[config.mk]
export PLATFORM = sky130hd
export DESIGN_NAME = mem_access_ctrl
export DESIGN_NICKNAME = d
export VERILOG_FILES = /design/src/rtl/mem_access_ctrl.sv
export SDC_FILE = /design/constraint.sdc
export NUM_CORES = 1
export LEC_CHECK = 0
export CAP_MARGIN = 25
export CORE_MARGIN = 8
export CORE_UTILIZATION = 46
export CTS_CLUSTER_SIZE = 14
export DETAILED_ROUTE_END_ITERATION = 8
export MAX_ROUTING_LAYER = met4
export PLACE_DENSITY = 0.87
export SLEW_MARGIN = 20
export SYNTH_ARGS = -nofsm -noshare
export SYNTH_HDL_FRONTEND = slang
export SYNTH_SLANG_ARGS = --single-unit
[constraint.sdc]
create_clock -name Clk -period 4.9 [get_ports Clk]
set_input_delay 0.98 -clock Clk [delete_from_list [all_inputs] [get_ports Clk]]
set_output_delay 0.98 -clock Clk [all_outputs]
set_load 0.01 [all_outputs]
[src/rtl/mem_access_ctrl.sv]
`default_nettype none
// ============================================================================
// Module   : mem_access_ctrl
// Purpose  : MEM-stage data memory access controller. Turns a pending
//            load/store in the EX/MEM register into a request/acknowledge
//            transaction on the data memory port, generates byte enables and
//            lane-shifted store data, extracts and extends load data, and
//            stalls the pipeline while the access is in flight.
// Revision : 1.0 - initial release
//
// Optional feature macro:
//   MEM_TIMEOUT_EN - abort an access after TIMEOUT_CYC request cycles
//                    without MemAck (ErrOut pulse, LoadDataOut = 0).
//
// Ports:
//   Clk, Rst            clock, synchronous active-high reset
//   MemReadIn/WriteIn   load/store pending in EX/MEM (store wins if both)
//   bytes2LoadIn/Store  access size: 00/11 word, 01 half, 10 byte
//   LoadSignedIn        sign-extend sub-word loads
//   ALUResultIn         byte address
//   MemWriteDataIn      right-aligned store data
//   MemReq/We/Addr/BE/WData  memory request port (registered)
//   MemAck, MemRData    memory completion and read data
//   StallOut            combinational pipeline stall
//   LoadDataOut/LoadValid  load result and one-cycle valid pulse
//   ErrOut              one-cycle error pulse (misalignment / timeout)
// ============================================================================
module mem_access_ctrl #(
  parameter int unsigned TIMEOUT_CYC = 64
) (
  input  logic        Clk,
  input  logic        Rst,
  input  logic        MemReadIn,
  input  logic        MemWriteIn,
  input  logic [1:0]  bytes2LoadIn,
  input  logic [1:0]  bytes2StoreIn,
  input  logic        LoadSignedIn,
  input  logic [31:0] ALUResultIn,
  input  logic [31:0] MemWriteDataIn,
  output logic        MemReq,
  output logic        MemWe,
  output logic [31:0] MemAddr,
  output logic [3:0]  MemBE,
  output logic [31:0] MemWData,
  input  logic        MemAck,
  input  logic [31:0] MemRData,
  output logic        StallOut,
  output logic [31:0] LoadDataOut,
  output logic        LoadValid,
  output logic        ErrOut
);

  typedef enum logic [1:0] {
    ST_IDLE = 2'd0,
    ST_REQ  = 2'd1,
    ST_WAIT = 2'd2,
    ST_DONE = 2'd3
  } state_t;

  // A zero timeout would abort every access before it could be acknowledged.
  if (TIMEOUT_CYC == 0) begin : g_bad_timeout_cfg
    $error("mem_access_ctrl: TIMEOUT_CYC must be nonzero");
  end

  // --------------------------------------------------------------------------
  // Registers
  // --------------------------------------------------------------------------
  state_t      state_q;
  logic        mem_req_q;
  logic        mem_we_q;
  logic [31:0] mem_addr_q;
  logic [3:0]  mem_be_q;
  logic [31:0] mem_wdata_q;
  logic [31:0] load_data_q;
  logic        load_valid_q;
  logic        err_q;
  // Access attributes kept for load extraction when MemAck arrives.
  logic [1:0]  off_q;
  logic        is_byte_q;
  logic        is_half_q;
  logic        signed_q;
  logic        is_load_q;

  // --------------------------------------------------------------------------
  // Request decode (from EX/MEM inputs)
  // --------------------------------------------------------------------------
  logic        pending;
  logic        is_store;
  logic [1:0]  size_sel;
  logic        size_byte;
  logic        size_half;
  logic        misaligned;
  logic [3:0]  be_d;
  logic [31:0] wdata_d;

  assign pending   = MemReadIn | MemWriteIn;
  assign is_store  = MemWriteIn;
  assign size_sel  = is_store ? bytes2StoreIn : bytes2LoadIn;
  assign size_byte = (size_sel == 2'b10);
  assign size_half = (size_sel == 2'b01);

  // Encodings 00 and 11 both mean word.
  assign misaligned = (size_half & ALUResultIn[0]) |
                      (~size_half & ~size_byte & (|ALUResultIn[1:0]));

  always_comb begin
    be_d = 4'b1111;
    if (size_byte) begin
      be_d = 4'b0001 << ALUResultIn[1:0];
    end else if (size_half) begin
      be_d = ALUResultIn[1] ? 4'b1100 : 4'b0011;
    end
  end

  assign wdata_d = MemWriteDataIn << {ALUResultIn[1:0], 3'b000};

  // --------------------------------------------------------------------------
  // Load lane extraction, using the attributes latched at request time
  // --------------------------------------------------------------------------
  logic [31:0] rdata_shifted;
  logic [31:0] load_ext_d;

  assign rdata_shifted = MemRData >> {off_q, 3'b000};

  always_comb begin
    load_ext_d = MemRData;
    if (is_byte_q) begin
      load_ext_d = {{24{signed_q & rdata_shifted[7]}}, rdata_shifted[7:0]};
    end else if (is_half_q) begin
      load_ext_d = {{16{signed_q & rdata_shifted[15]}}, rdata_shifted[15:0]};
    end
  end

`ifdef MEM_TIMEOUT_EN
  localparam int unsigned CNT_W = (TIMEOUT_CYC > 1) ? $clog2(TIMEOUT_CYC) : 1;
  localparam logic [CNT_W-1:0] CNT_LAST = CNT_W'(TIMEOUT_CYC - 1);
  logic [CNT_W-1:0] cnt_q;
`endif

  // --------------------------------------------------------------------------
  // Access FSM with registered outputs
  // --------------------------------------------------------------------------
  always_ff @(posedge Clk) begin
    if (Rst) begin
      state_q      <= ST_IDLE;
      mem_req_q    <= 1'b0;
      mem_we_q     <= 1'b0;
      mem_addr_q   <= 32'd0;
      mem_be_q     <= 4'd0;
      mem_wdata_q  <= 32'd0;
      load_data_q  <= 32'd0;
      load_valid_q <= 1'b0;
      err_q        <= 1'b0;
      off_q        <= 2'd0;
      is_byte_q    <= 1'b0;
      is_half_q    <= 1'b0;
      signed_q     <= 1'b0;
      is_load_q    <= 1'b0;
`ifdef MEM_TIMEOUT_EN
      cnt_q        <= '0;
`endif
    end else begin
      // Pulses default low; they are raised only on entry to DONE.
      load_valid_q <= 1'b0;
      err_q        <= 1'b0;
      case (state_q)
        ST_IDLE: begin
          if (pending) begin
            if (misaligned) begin
              err_q   <= 1'b1;
              state_q <= ST_DONE;
            end else begin
              mem_req_q   <= 1'b1;
              mem_we_q    <= is_store;
              mem_addr_q  <= {ALUResultIn[31:2], 2'b00};
              mem_be_q    <= be_d;
              mem_wdata_q <= wdata_d;
              off_q       <= ALUResultIn[1:0];
              is_byte_q   <= size_byte;
              is_half_q   <= size_half;
              signed_q    <= LoadSignedIn;
              is_load_q   <= ~is_store;
`ifdef MEM_TIMEOUT_EN
              cnt_q       <= '0;
`endif
              state_q     <= ST_REQ;
            end
          end
        end

        ST_REQ, ST_WAIT: begin
          if (MemAck) begin
            mem_req_q <= 1'b0;
            state_q   <= ST_DONE;
            if (is_load_q) begin
              load_data_q  <= load_ext_d;
              load_valid_q <= 1'b1;
            end
`ifdef MEM_TIMEOUT_EN
          end else if (cnt_q == CNT_LAST) begin
            mem_req_q   <= 1'b0;
            err_q       <= 1'b1;
            load_data_q <= 32'd0;
            state_q     <= ST_DONE;
          end else begin
            cnt_q   <= cnt_q + CNT_W'(1);
            state_q <= ST_WAIT;
          end
`else
          end else begin
            state_q <= ST_WAIT;
          end
`endif
        end

        // One release cycle: the stall drops so the instruction leaves
        // EX/MEM before IDLE samples the inputs again.
        ST_DONE: begin
          state_q <= ST_IDLE;
        end

        default: begin
          state_q <= ST_IDLE;
        end
      endcase
    end
  end

  // --------------------------------------------------------------------------
  // Outputs
  // --------------------------------------------------------------------------
  assign StallOut    = ((state_q == ST_IDLE) & pending) |
                       (state_q == ST_REQ) | (state_q == ST_WAIT);
  assign MemReq      = mem_req_q;
  assign MemWe       = mem_we_q;
  assign MemAddr     = mem_addr_q;
  assign MemBE       = mem_be_q;
  assign MemWData    = mem_wdata_q;
  assign LoadDataOut = load_data_q;
  assign LoadValid   = load_valid_q;
  assign ErrOut      = err_q;

endmodule

`default_nettype wire

[Yosys cells after proc, flatten, opt, wreduce, memory -nomap -nowiden]
Index checks and enable logic that the tools add are counted.
Word-level totals
  input bits: 106
  register bits after elaboration: 110
  memory bits (writable): 0
  latch bits: 0
  output and inout bits: 105
  memories: 0
  ROM bits: 0
  logic and storage cells: 68
Cells by class
  divide/modulo/power cells: 0
  magnitude comparators: 0
  equal/unequal tests: 8
  reduce and logical (&&, ||, !) cells: 9
  bitwise gates (word level): 18
  add/subtract/negate cells: 0
  multiply operators: 0
  shift operators: 3
  multiplexer cells: 16
Operator list (count)
  $mux W32: 2
  $shl A32 B5 Y32: 1
  $shr A32 B5 Y16: 1
  $mux W4: 3
  $not A1 Y1: 8
  $and A1 B1 Y1: 6
  $eq A2 B2 Y1 const B: 3
  $mux W1: 6
  $mux W2: 3
  $ne A2 B2 Y1 const B: 3
  $pmux W2 S3: 1
  $reduce_and A3 Y1: 2
  $reduce_or A3 Y1: 2
  $eq A2 B1 Y1 const B: 2
  $or A1 B1 Y1: 4
  $reduce_and A4 Y1: 1
  $reduce_or A2 Y1: 2
  $shl A1 B2 Y4 const A: 1
  $logic_not A2 Y1: 1
  $pmux W1 S2: 1
  $reduce_bool A2 Y1: 1

[Logic depth before layout (Yosys ltp)]
Gate-level depths: netlist of the first run.
  depth after elaboration: 9
  depth in mapped cells: 11
  mapped depth without buffers: 7

[Least setup slack after synthesis of the first run]
Ideal clock, no wire load.
  kind: input to register
  start: input MemWriteIn
  end: register mem_wdata_q[16], in the netlist MemWData[16]
  setup time: 133 ps
  cell stages on the path: 9
  slack: 2143 ps
  arrival: 2624 ps
  required time: 4767 ps
  path buffers: 2
  cells stage by stage: buf_2 > mux2i_1 > inv_1 > ha_1 > o21ai_1 > nand3_1 > clkbuf_1 > a221oi_1 > nor3_1
Between the ends
  word-level cells in the longest chain between the ends: 8
  elaborated cells on any way between the ends: 12
  classes of those cells: eq/ne (2); mux (1); bitwise (8); reduce/logical (1)
Ends and longest elaborated chain
  start, declared: RTL line 34  | input logic MemWriteIn,
  $mux W2: RTL line 98  | assign size_sel = is_store ? bytes2StoreIn : bytes2LoadIn;
  $eq A2 B1 Y1 / $eq A2 B2 Y1 (equally long branches): RTL line 100, 99
  $not A1 Y1: RTL line 104  | (~size_half & ~size_byte & (|ALUResultIn[1:0]));
  $and A1 B1 Y1 (2 in a row): RTL line 104
  $or A1 B1 Y1: RTL line 103  | assign misaligned = (size_half & ALUResultIn[0]) |
  $not A1 Y1 (no source line)
  $reduce_and A3 Y1 (no source line) *
  end signal, assigned: RTL line 177  | mem_wdata_q <= wdata_d;
  end, declared: RTL line 73  | logic [31:0] mem_wdata_q;
Every way passes the cells marked *; elsewhere a longest branch is shown, timed or not.
A chain may end at the register's enable or synchronous reset.

[Worst setup path after layout of the first run]
  start: input MemWriteIn
  end: output StallOut
Between the ends
  word-level cells in the longest chain between the ends: 4
Ends and longest elaborated chain
  $or A1 B1 Y1: RTL line 96  | assign pending = MemReadIn | MemWriteIn;
  $and A1 B1 Y1: RTL line 232  | assign StallOut = ((state_q == ST_IDLE) & pending) |
  $or A1 B1 Y1: RTL line 232
  $or A1 B1 Y1: RTL line 233  | (state_q == ST_REQ) | (state_q == ST_WAIT);
  end, declared: RTL line 47  | output logic StallOut,
No other way between the ends.

==> impl_summary.md, run 1 <==
Outcome
The flow ran to the end, and the final reports show no timing, DRC or antenna violations.

STA
For the finished layout, the period the worst path requires is 3.63 ns. The aggregate negative setup slack is 0 ns. The transition time at the pin with the least slew margin is 0.874 ns. The maximum clock frequency is 275 MHz.

The final number of hold-violating endpoints is 0. The worst slew slack as a fraction of its limit is 0.417. Of the available clock period, the critical path in the final layout requires 0.742. Setup repair after global routing left no endpoint under its margin. The largest clock skew in the final design is 0.00946 ns. Setup violations remaining at the end of the flow were counted as 0. The total count of max-transition violations in the final report is 0.

GRT
The met3 track demand over resource in global routing is 0.0867. In the global route stage, met1 resource usage came out at 0.266. The leftover overflow at the end of global routing is 0. The number of antenna violations at the first check in global routing is 0. The number of global-route vias before repair is 5268. The met2 track demand over resource is 0.394.

met2 is the most crowded layer. For this run, the total global-route usage over all layers was measured as 0.240. The first global-routing pass estimated 27400 um of wire.

Entering global routing, the biggest net connects 61 pins.

Critical path
The critical path start-end classification is primary input to output port. The worst setup path is captured at an output port. The maximum fanout encountered on the critical timing path is 7.

For flop-to-flop paths, the worst setup slack is 2.55 ns. The category of the worst setup path launch point is a primary input. Data on the critical path is required at its endpoint by 3.92 ns.

The arrival time of the worst setup path is 2.65 ns.

Detailed routing
In the routed design, unresolved DRC markers number 0. In this run, the number of DRC markers left after iteration 0 of detailed routing was 522. The number of vias per cell after detailed routing is 5.61. The first detailed-routing pass took 5 iterations. The routed layout has 5215 vias.

The routed design has 17600 um of wire. After detailed routing, the average wire length per cell comes to 18.9 um. The number of nets still failing antenna checks after routing is 0.

CTS
The depth of the CTS H-tree is 3. The maximum count of clock buffers along a single path is 2. Clock tree synthesis selected as its root buffer the cell clkbuf_8. Once the clock tree was built, the setup fixing pass inserted 0 buffers. Gates resized during post-CTS repair numbered 0. The number of clock buffers added by TritonCTS is 9.

The clock slew at the register clock pins of the worst setup and hold paths is 0.10 ns. The clock tree from TritonCTS is done. The clock insertion delay at the later pin of the skew report is 0.37 ns. The CTS sink count is 110. The hold-fix buffer count after cts is 0.

Hold path
The worst hold-check path type is flip-flop to flip-flop.

Floorplanning
In this run the count of I/O pins placed on the die edge is 211. The total number of placement rows is 38. The area of the die is 14600 um2.

The floorplan step defined a core boundary enclosing 10800 um2. The initial utilization of the core area, before any placement, comes to 0.468. The width of the die is 121 um. The chip height is 121 um.

Power and ir drop
Summed over all cells, the static leakage comes to 2.61 nW. The power density of the placed cells is 374 nW/um2. VDD sags by at most 0.218 mV.

Logic synthesis
The post-synthesis cell count is 607. The top cell type's share of synthesized area is 0.436. Sorting the synthesized cells by area gives the leading types as dfxtp_1, a21oi_1, nand2_1. The post-synthesis register bit count is 110.

The synthesized area divided by synthesized cell count is 8.32 um2. The largest total area in the synthesized netlist belongs to dfxtp_1. The basic-gate share of the synthesized area counting and, or, nand and nor cells is 0.166. In this run, distinct cell masters in the synthesized netlist total 44. The share of the synthesized area in compound gates (AO/OA/AOI/OAI) is 0.239.

The parity-gate share of the synthesized area counting xor and xnor cells is 0. Measured against the total synthesized area, the mux share comes to 0.0795. The largest family of logic cells by synthesized area is compound AO/OA/AOI/OAI gates. The post-synthesis sequential area ratio is 0.436. The adder-cell share of the synthesized area is 0.0124. After synthesis the cells add up to 5050 um2. Yosys printed 0 warnings.

Placement
The count of buffers added on input and output ports is 208. The total instance count after detailed placement is 911. The congestion estimate from routability-driven global placement came to 0.929. After detailed placement, the total cell area comes to 7170 um2. The placed wire-length estimate is 13200 um.

Cells and area
The layout has 891 filler cells. The share of layout cells above drive strength 1 is 0.0848. The count of non-filler cells in the finished layout is 930. 0 antenna diodes ended up in the layout.

Once layout is done, the placed cells without fillers occupy 7390 um2. The synthesis-to-layout area growth is 46.4%. The final layout net count is 896. The most frequent standard cell in the layout excluding fill and tap cells is clkdlybuf4s50_1. In the layout the commonest cells are clkdlybuf4s50_1, dfxtp_1, nand2_1.

Flow run
Across the run, the number of max-cap violations was 0.
where the power goes:
part	switching [W]	internal (W)
logic	0.000556	0.000523
clock network	0.000337	0.000212
registers	0.0000992	0.00104
total	0.000992	0.00177
layout make-up:
| type | count | area (um2) | share of cell area |
|---|---|---|---|
| timing repair buffer | 218 | 2210 | 0.299 |
| tap | 140 | 175 | 0.0237 |
| multi-input combinational | 424 | 2520 | 0.341 |
| clock inverter | 6 | 61.3 | 0.00829 |
| clock buffer | 10 | 138 | 0.0186 |
| inverter | 22 | 82.6 | 0.0112 |
| sequential | 110 | 2200 | 0.298 |
layer usage:
metal | wire [um] | part of all wire | vias to the layer above
met4 | 329 | 0.019 | 0
met1 | 6910 | 0.39 | 2456
met2 | 8500 | 0.48 | 266
li1 | - | - | 2472
met3 | 1840 | 0.10 | 21
met5 | 0 | 0 | -
synthesized netlist by cell type, drive strengths merged:
library cell / n
mux2: 23
and3: 2
a221oi: 15
o221ai: 7
o211ai: 10
buf: 21
o21ai: 12
nor3: 22
dfxtp: 110
clkinv: 1
nor2: 60
inv: 21
a22oi: 8
or2b: 1
a22o: 7
o22ai: 1
a31oi: 1
o31ai: 1
or2: 2
nand3: 12
or3: 1
mux2i: 13
nand3b: 1
a21oi: 82
nand2b: 2
clkbuf: 31
o21a: 2
nand2: 99
ha: 5
o21bai: 1
a211oi: 31
nor2b: 1
conb: 1
state kept, by name, summed over array words and instances (netlist names):
register	count
MemReq	1
MemAddr	30
MemWData	32
MemWe	1
signed_q	1
LoadDataOut	32
is_byte_q	1
MemBE	4
state_q	2
ErrOut	1
off_q	2
LoadValid	1
is_half_q	1
is_load_q	1
worst max-delay path: stages:
cell and delay, ns:
clkdlybuf4s50_1 0.54, o21a_1 0.28, or3_1 0.34, clkdlybuf4s50_1 0.52
worst paths after layout:
check                                  start  depth (start not counted)         endpoint
worst min register to register  MemWData[27]                          2     MemWData[27]
worst min-delay path            MemWData[27]                          2     MemWData[27]
worst max register to register      off_q[0]                          5  LoadDataOut[17]
worst max-delay path              MemWriteIn                          4         StallOut
logic make-up after synthesis:
group                    after synthesis
adder cells (fa/ha/maj)                5
AND/OR/NAND/NOR                      203
AO/OA/AOI/OAI                        178
flip-flops                           110
buffers and inverters                 74
other                                  1
multiplexers                          36
through the flow:
stage	setup WS (ns)	utilization	total power (W)	hold WS, ns
after floorplan	2.14	-	0.00171	0.476
after global placement	1.08	0.660	0.00218	0.441
after detailed placement	0.979	0.664	0.00223	0.448
after CTS	1.25	0.683	0.00278	0.466
after global routing	1.17	0.685	0.00292	0.485
final	1.27	0.685	0.00277	0.465
(Power assumes the default switching activity.)
==> run 2: changes to the inputs <==
--- a/config.mk
+++ b/config.mk
@@ -7,11 +7,11 @@
 export LEC_CHECK = 0
 export CAP_MARGIN = 25
 export CORE_MARGIN = 8
-export CORE_UTILIZATION = 46
+export CORE_UTILIZATION = 39
 export CTS_CLUSTER_SIZE = 14
 export DETAILED_ROUTE_END_ITERATION = 8
 export MAX_ROUTING_LAYER = met4
-export PLACE_DENSITY = 0.87
+export PLACE_DENSITY = 0.79
 export SLEW_MARGIN = 20
 export SYNTH_ARGS = -nofsm -noshare
 export SYNTH_HDL_FRONTEND = slang
==> constraint.sdc (replaced) <==
create_clock -name Clk -period 3.1 [get_ports Clk]
set_input_delay 0.62 -clock Clk [delete_from_list [all_inputs] [get_ports Clk]]
set_output_delay 0.62 -clock Clk [all_outputs]
set_load 0.01 [all_outputs]
==> run 2 against run 1 <==
Effect of this change:
- flip-flop and latch count unchanged
- clock power up 110%
- critical path type unchanged
- largest power group unchanged
- register-to-register slack got worse by 1.7 ns
- core utilization shrank 8.9 points
- sequential share of layout area decreased by 0.53 points
- non-clock buffer count rose by 6
- power increased by 67%
- via count decreased by 0.19%
- first-iteration DRC count is 18% lower
- cell count rose by 4.3%
- final area is 1.8% higher
- largest cell class unchanged
==> impl_summary.md, run 2 (synthesis gave the netlist of run 1 again) <==
Critical path
The count of cells along the worst register-to-register path is 5 (unchanged). STA classifies the critical path startpoint as a primary input. The required time at the worst-slack endpoint is 2.48 ns (-1.44 ns).

The arrival time of the worst setup path is 2.25 ns (-0.40 ns). The endpoint identified for the worst register-to-register timing path is LoadDataOut[3]. The origin of the critical flop-to-flop path is off_q[0]. STA classifies the critical path endpoint as an output port. The critical path starts at MemWriteIn.

The critical path is of the primary input to output port type. The timing endpoint of the critical path is StallOut. The maximum fanout encountered on the critical timing path is 7 (unchanged).

The internal reg-to-reg setup slack is 0.82 ns (-1.73 ns).

Detailed routing
The total via count after detailed routing is 5205 (-0.19%). The first-pass iteration count of the detailed router is 5 (unchanged). The routed wire length is 17700 um (+0.67%). The number of remaining DRC errors is 0 (unchanged). The starting DRC count in detailed routing is 429 (-18%). The number of vias per cell after detailed routing is 5.37 (-4.3%). The number of nets still failing antenna checks after routing was 0 (unchanged). The detail-routed net length per standard cell is 18.2 um (-3.5%).

GRT
The global-route wire length before repair was 27300 um (-0.32%). The number of antenna violations at the first check in global routing is 2 (+2). The global router's overall resource usage is 0.213 (-0.0271). The pin count of the biggest net entering global routing is 66 (+8.2%). The leftover overflow at the end of global routing came to 0 (unchanged). The number of global-route vias before repair came to 5238 (-0.57%).

Flow run
The number of maximum-capacitance constraint violations was 0 (unchanged).

CTS
The clock insertion delay at the later pin of the skew report is 0.35 ns (-0.02 ns). The hold-fix buffer count after cts is 0 (unchanged). The maximum count of clock buffers along a single path came to 2 (unchanged). The clock slew at the register clock pins of the worst setup and hold paths is 0.07 ns (-0.03 ns). The depth of the CTS H-tree is 3 (unchanged). The number of buffers created by CTS is 9 (unchanged). The buffer count from post-CTS setup fixing is 0 (unchanged).

The CTS sink count is 110 (unchanged). The buffer cell driving the clock tree root is clkbuf_16. TritonCTS built the clock tree. The count of instances resized after the clock tree is built is 0 (unchanged).

Cells and area
The share of layout cells above drive strength 1 is 0.0842 (-0.000639). The count of non-filler cells in the finished layout is 970 (+4.3%). The final layout net count is 902 (+0.67%).

The sequential standard cell area is 2200 um2 (unchanged). The multi-input logic area is 2520 um2 (unchanged). The library cells used most frequently in the layout, excluding fill and tap cells, are clkdlybuf4s50_1, dfxtp_1, nand2_1. The library cell used most frequently in the layout, excluding fill and tap cells, is clkdlybuf4s50_1. The synthesis-to-layout area growth is 49.1%. The number of inserted filler cells in the final layout is 1113 (+25%). The final design instance area without fill was 7530 um2 (+1.8%).

Floorplanning
The width of the die is 130 um (+7.5%). The chip height is 130 um (+7.5%). The area of the placeable core is 12600 um2 (+17%). The area of the die is 16800 um2 (+15%). The I/O pin total was 211 (unchanged). The starting density of the core is 0.400 (-0.0677).

The total number of placement rows is 41 (+7.9%).

STA
The largest clock skew in the final design was 0.00568 ns (-0.00378 ns). The maximum clock frequency is 348 MHz. Of the available clock period, the critical path in the final layout requires 0.927. The total count of max-transition violations in the final report came to 0 (unchanged).

The final number of hold-violating endpoints is 0 (unchanged). The transition time at the pin with the least slew margin is 0.749 ns (-0.125 ns). The total setup violations reported at the end of the flow came to 0 (unchanged). The worst slew slack as a fraction of its limit came to 0.500 (+0.0826). Setup repair after global routing left no endpoint under its margin. Subtracting the final worst setup slack from the clock period gives 2.87 ns.

Power and ir drop
The overall power consumption is 0.00462 W (+67%). The static power due to leakage is 2.66 nW (+2.0%). The power density of the placed cells is 614 nW/um2 (+64%). The peak supply drop is 0.336 mV (+54%).

Placement
The placed wire-length estimate is 13200 um (+0.47%). The total placed instance area is 7240 um2 (+1.0%). The total instance count after detailed placement was 951 (+4.4%). The number of input and output port buffers inserted is 208 (unchanged). The global placement routability congestion is 0.870 (-6.4%).

Hold path
The worst hold path belongs to the class flip-flop to flip-flop.

Outcome
The flow ran to the end, and the final reports show no timing, DRC or antenna violations.
run 2: cell count changes in the layout (fill, tap and decap cells not counted), sizes merged, moves of 2 or more:
cell / delta
clkinv: -2
inv: -3
buf: +7
clkbuf: +4
diode: +2
run 2: per-stage QoR:
stage	util	hold slack [ns]	setup TNS, ns	setup slack, ns
2_1_floorplan	-	0.476	0	0.703
3_3_place_gp	0.574	0.439	0	0.112
3_5_place_dp	0.574	0.450	-0.318	-0.0425
4_1_cts	0.596	0.458	0	0.202
5_1_grt	0.597	0.478	0	0.0939
6_report	0.597	0.455	0	0.227
run 2: layer usage:
| metal | vias up | GRT usage | wire length, um |
|---|---|---|---|
| met4 | 0 | 0.115 | 604 |
| li1 | 2496 | - | - |
| met1 | 2417 | 0.237 | 6960 |
| met3 | 43 | 0.0743 | 1920 |
| met2 | 249 | 0.331 | 8210 |
| met5 | - | - | 0 |
run 2: critical path, cell delays in order:
cell and delay [ns]:
clkdlybuf4s50_1 0.54, o21a_1 0.28, or3_1 0.31, clkdlybuf4s50_1 0.50
run 2: worst min path at each step:
stage	cells past startpoint	to	from	slack, ns
CTS	2	MemAddr[16]	MemAddr[16]	0.46
global route	2	MemAddr[26]	MemAddr[26]	0.48
floorplan	2	MemWData[10]	MemWData[10]	0.48
global placement	2	MemWData[10]	MemWData[10]	0.44
detailed placement	2	MemAddr[5]	MemAddr[5]	0.45
finish	2	MemAddr[16]	MemAddr[16]	0.45
run 2: final cells by class:
cell class,instances,area share
inverter,22,0.0110
multi-input combinational,424,0.335
tap,172,0.0286
clock buffer,15,0.0329
timing repair buffer,224,0.295
antenna,2,0.000665
clock inverter,1,0.00399
sequential,110,0.293
run 2: power by group:
group	switching, W	total [W]	internal, W	leakage (nW)
registers	0.000159	0.00180	0.00164	0.896
logic	0.000858	0.00169	0.000832	1.64
clock network	0.000499	0.00113	0.000630	0.132
==> run 3: changes to the inputs <==
--- a/config.mk
+++ b/config.mk
@@ -7,11 +7,12 @@
 export LEC_CHECK = 0
 export CAP_MARGIN = 25
 export CORE_MARGIN = 8
-export CORE_UTILIZATION = 39
+export CORE_UTILIZATION = 40
+export CTS_BUF_LIST = sky130_fd_sc_hd__clkbuf_4
 export CTS_CLUSTER_SIZE = 14
 export DETAILED_ROUTE_END_ITERATION = 8
 export MAX_ROUTING_LAYER = met4
-export PLACE_DENSITY = 0.79
+export PLACE_DENSITY = 0.81
 export SLEW_MARGIN = 20
 export SYNTH_ARGS = -nofsm -noshare
 export SYNTH_HDL_FRONTEND = slang
==> run 3 against run 2 <==
Effect of this change:
- via count decreased by 4.8%
- cell count decreased by 0.21%
- largest cell class unchanged
- register-to-register slack improved by 0.09 ns
- critical endpoint unchanged
- final area decreased by 1.7%
- power decreased by 10%
- hold slack improved by 0.0078 ns
- clock skew increased by 0.017 ns
- die area decreased by 2.2%
==> impl_summary.md, run 3 (synthesis gave the netlist of run 1 again) <==
Outcome
The flow ran to the end, and the final reports show no timing, DRC or antenna violations.

STA
Setup repair after global routing left no endpoint under its margin. The shortest clock period the worst path allows after layout was 2.94 ns (+0.0698 ns). The transition time at the pin with the least slew margin is 0.785 ns (+0.0352 ns). The maximum clock frequency is 340 MHz (-2.4%). The portion of the clock cycle consumed by the worst path in the final layout is 0.949 (+0.0225).

The worst slew slack as a fraction of its limit came to 0.476 (-0.0235). The final number of hold-violating endpoints is 0 (unchanged). The largest clock skew in the final design is 0.0230 ns (+0.0173 ns).

The minimum hold slack came to 0.463 ns (+0.00777 ns). The total setup violations reported at the end of the flow is 0 (unchanged). The final worst slack is 0.157 ns (-0.0698 ns). The total count of max-transition violations in the final report is 0 (unchanged).

The aggregate negative setup slack is 0 ns (unchanged).

CTS
Clock tree synthesis selected as its root buffer the cell clkbuf_4. The clock tree from TritonCTS is done. The count of instances resized after the clock tree is built is 0 (unchanged). The buffer count from post-CTS setup fixing is 0 (unchanged). The clock slew at the register clock pins of the worst setup and hold paths is 0.15 ns (+0.08 ns). The number of buffers created by CTS is 9 (unchanged).

The clock insertion delay at the later pin of the skew report is 0.48 ns (+0.13 ns). The maximum count of clock buffers along a single path came to 2 (unchanged). The CTS sink count is 110 (unchanged). The depth of the CTS H-tree is 3 (unchanged).

The hold-fix buffer count after cts is 0 (unchanged).

Floorplanning
The area of the placeable core is 12500 um2 (-1.2%). The chip height is 128 um (-1.1%). The starting density of the core came to 0.405 (+0.00494). The total number of placement rows came to 41 (unchanged). The width of the die is 128 um (-1.1%). The I/O pin total came to 211 (unchanged).

The area of the die is 16500 um2 (-2.2%).

Placement
The global placement routability congestion is 0.882 (+1.4%). The setup slack after placement is 0.118 ns (+0.160 ns). The placed wire-length estimate is 12000 um (-9.7%). The number of input and output port buffers inserted came to 208 (unchanged). The total placed instance area is 7290 um2 (+0.69%).

Detailed routing
The met2 wire length was 7650 um (-6.9%). The number of nets still failing antenna checks after routing is 0 (unchanged). The first-pass iteration count of the detailed router came to 4 (-1). The detail-routed net length per standard cell is 17.0 um (-7.0%).

The routed wire length is 16400 um (-7.2%). The starting DRC count in detailed routing came to 373 (-13%). The met3 wire length is 1460 um (-24%). The number of vias per cell after detailed routing is 5.12 (-4.6%). The total via count after detailed routing came to 4957 (-4.8%). The number of remaining DRC errors is 0 (unchanged). The routed metal-1 wirelength is 6950 um (about the same). The uppermost layer routed is met4.

Critical path
The category of the worst setup path launch point is a primary input. The required time at the worst-slack endpoint is 2.48 ns (about the same). The worst setup path is captured at an output port. The maximum fanout encountered on the critical timing path came to 6 (-1). The arrival time of the worst setup path is 2.32 ns (+0.07 ns). The critical path goes through clkdlybuf4s50_1 > buf_4 > o21a_1 > or3_1 > clkdlybuf4s50_1. On the critical path the largest part of the delay comes from buffers and inverters.

The largest stage delay on the critical path is 0.51 ns (-0.03 ns). The number of buffer and inverter stages on the critical path was 3 (+1). In this design, the critical path's most frequently occurring cell is clkdlybuf4s50_1.

The standard cell with the maximum stage delay on the critical path is clkdlybuf4s50_1. The critical path start-end classification is primary input to output port.

Cells and area
Compared with the post-synthesis result, the final layout area differs by 46.5%. The share of layout cells above drive strength 1 is 0.0905 (+0.00628). The final design instance area without fill is 7400 um2 (-1.7%). In the layout the commonest cells are clkdlybuf4s50_1, dfxtp_1, nand2_1. The most frequent standard cell in the layout excluding fill and tap cells is clkdlybuf4s50_1.

The final layout net count is 902 (unchanged). The antenna diode count is 0 (-2).

Power and ir drop
The power density of the placed cells is 559 nW/um2 (-8.9%). The switching part of the total power is 0.358 (+0.0297). The portion of total power attributed to sequential cells is 0.431 (+0.041). The overall power consumption was 0.00414 W (-10%). The part of the total power dissipated in the clock network was 0.155 (-0.089). The logic gate share of total power was 0.414 (+0.048). The peak supply drop is 0.331 mV (-1.4%).

The internal portion of total power is 0.00266 W (-14%). The net switching component of the power is 0.00148 W (-2.4%). The static power due to leakage is 2.60 nW (-2.3%).

GRT
The global-route wire length before repair was 25900 um (-5.1%). The number of global-route vias before repair is 4981 (-4.9%). The pin count of the biggest net entering global routing is 111 (+68%). The number of antenna violations at the first check in global routing is 0 (-2). The leftover overflow at the end of global routing is 0 (unchanged). The global router's overall resource usage was 0.204 (-0.00904).

Flow run
The number of maximum-capacitance constraint violations was 0 (unchanged).

Hold path
The worst hold-check path type is flip-flop to flip-flop.
run 3: cell types whose count changed in the layout (fill, tap and decap cells not counted), moves of 2 or more:
| cell | before | now |
|---|---|---|
| buf_12 | 2 | 5 |
| clkbuf_16 | 9 | 0 |
| diode_2 | 2 | 0 |
| clkinv_2 | 0 | 2 |
| buf_4 | 14 | 12 |
| clkbuf_4 | 0 | 9 |
| clkinvlp_4 | 0 | 2 |
| clkinv_1 | 1 | 3 |
| clkbuf_1 | 6 | 0 |
run 3: metal layers:
layer  GRT usage  up-vias
li1            -     2492
met2       0.322      185
met3      0.0670       24
met1       0.238     2256
met5           -        -
met4      0.0762        0
run 3: through the flow:
stage | instances | utilization
5_1_grt | 968 | 0.594
3_3_place_gp | 952 | 0.584
4_1_cts | 968 | 0.594
2_1_floorplan | 608 | -
3_5_place_dp | 952 | 0.585
6_report | 968 | 0.594
run 3: power by group through the flow:
stage,logic [W],clock network [W],registers (W)
floorplan,0.000809,0,0.00189
global placement,0.00170,0,0.00181
detailed placement,0.00172,0,0.00182
CTS,0.00173,0.000671,0.00179
global route,0.00188,0.000715,0.00182
finish,0.00171,0.000641,0.00178
run 3: area by class of cell:
type / count / area, um2
inverters: 22 / 82.6
repair buffers: 224 / 2260
flip-flops and latches: 110 / 2200
clock buffers: 9 / 67.6
well taps: 172 / 215
fillers: 1114 / 5070
clock inverters: 7 / 41.3
multi-input cells: 424 / 2530
run 3: final timing paths:
check | end | slack, ns | startpoint | depth (start not counted)
max | StallOut | 0.16 | MemWriteIn | 5
min reg2reg | MemAddr[25] | 0.46 | MemAddr[25] | 2
max reg2reg | LoadDataOut[1] | 0.91 | off_q[0] | 5
min | MemAddr[25] | 0.46 | MemAddr[25] | 2
run 3: worst reg2reg max path: stages (launching register included):
cell,delay [ns]
dfxtp_1,0.87
buf_4,0.31
mux2_2,0.35
a22o_1,0.21
a221oi_1,0.25
nor3_1,0.09
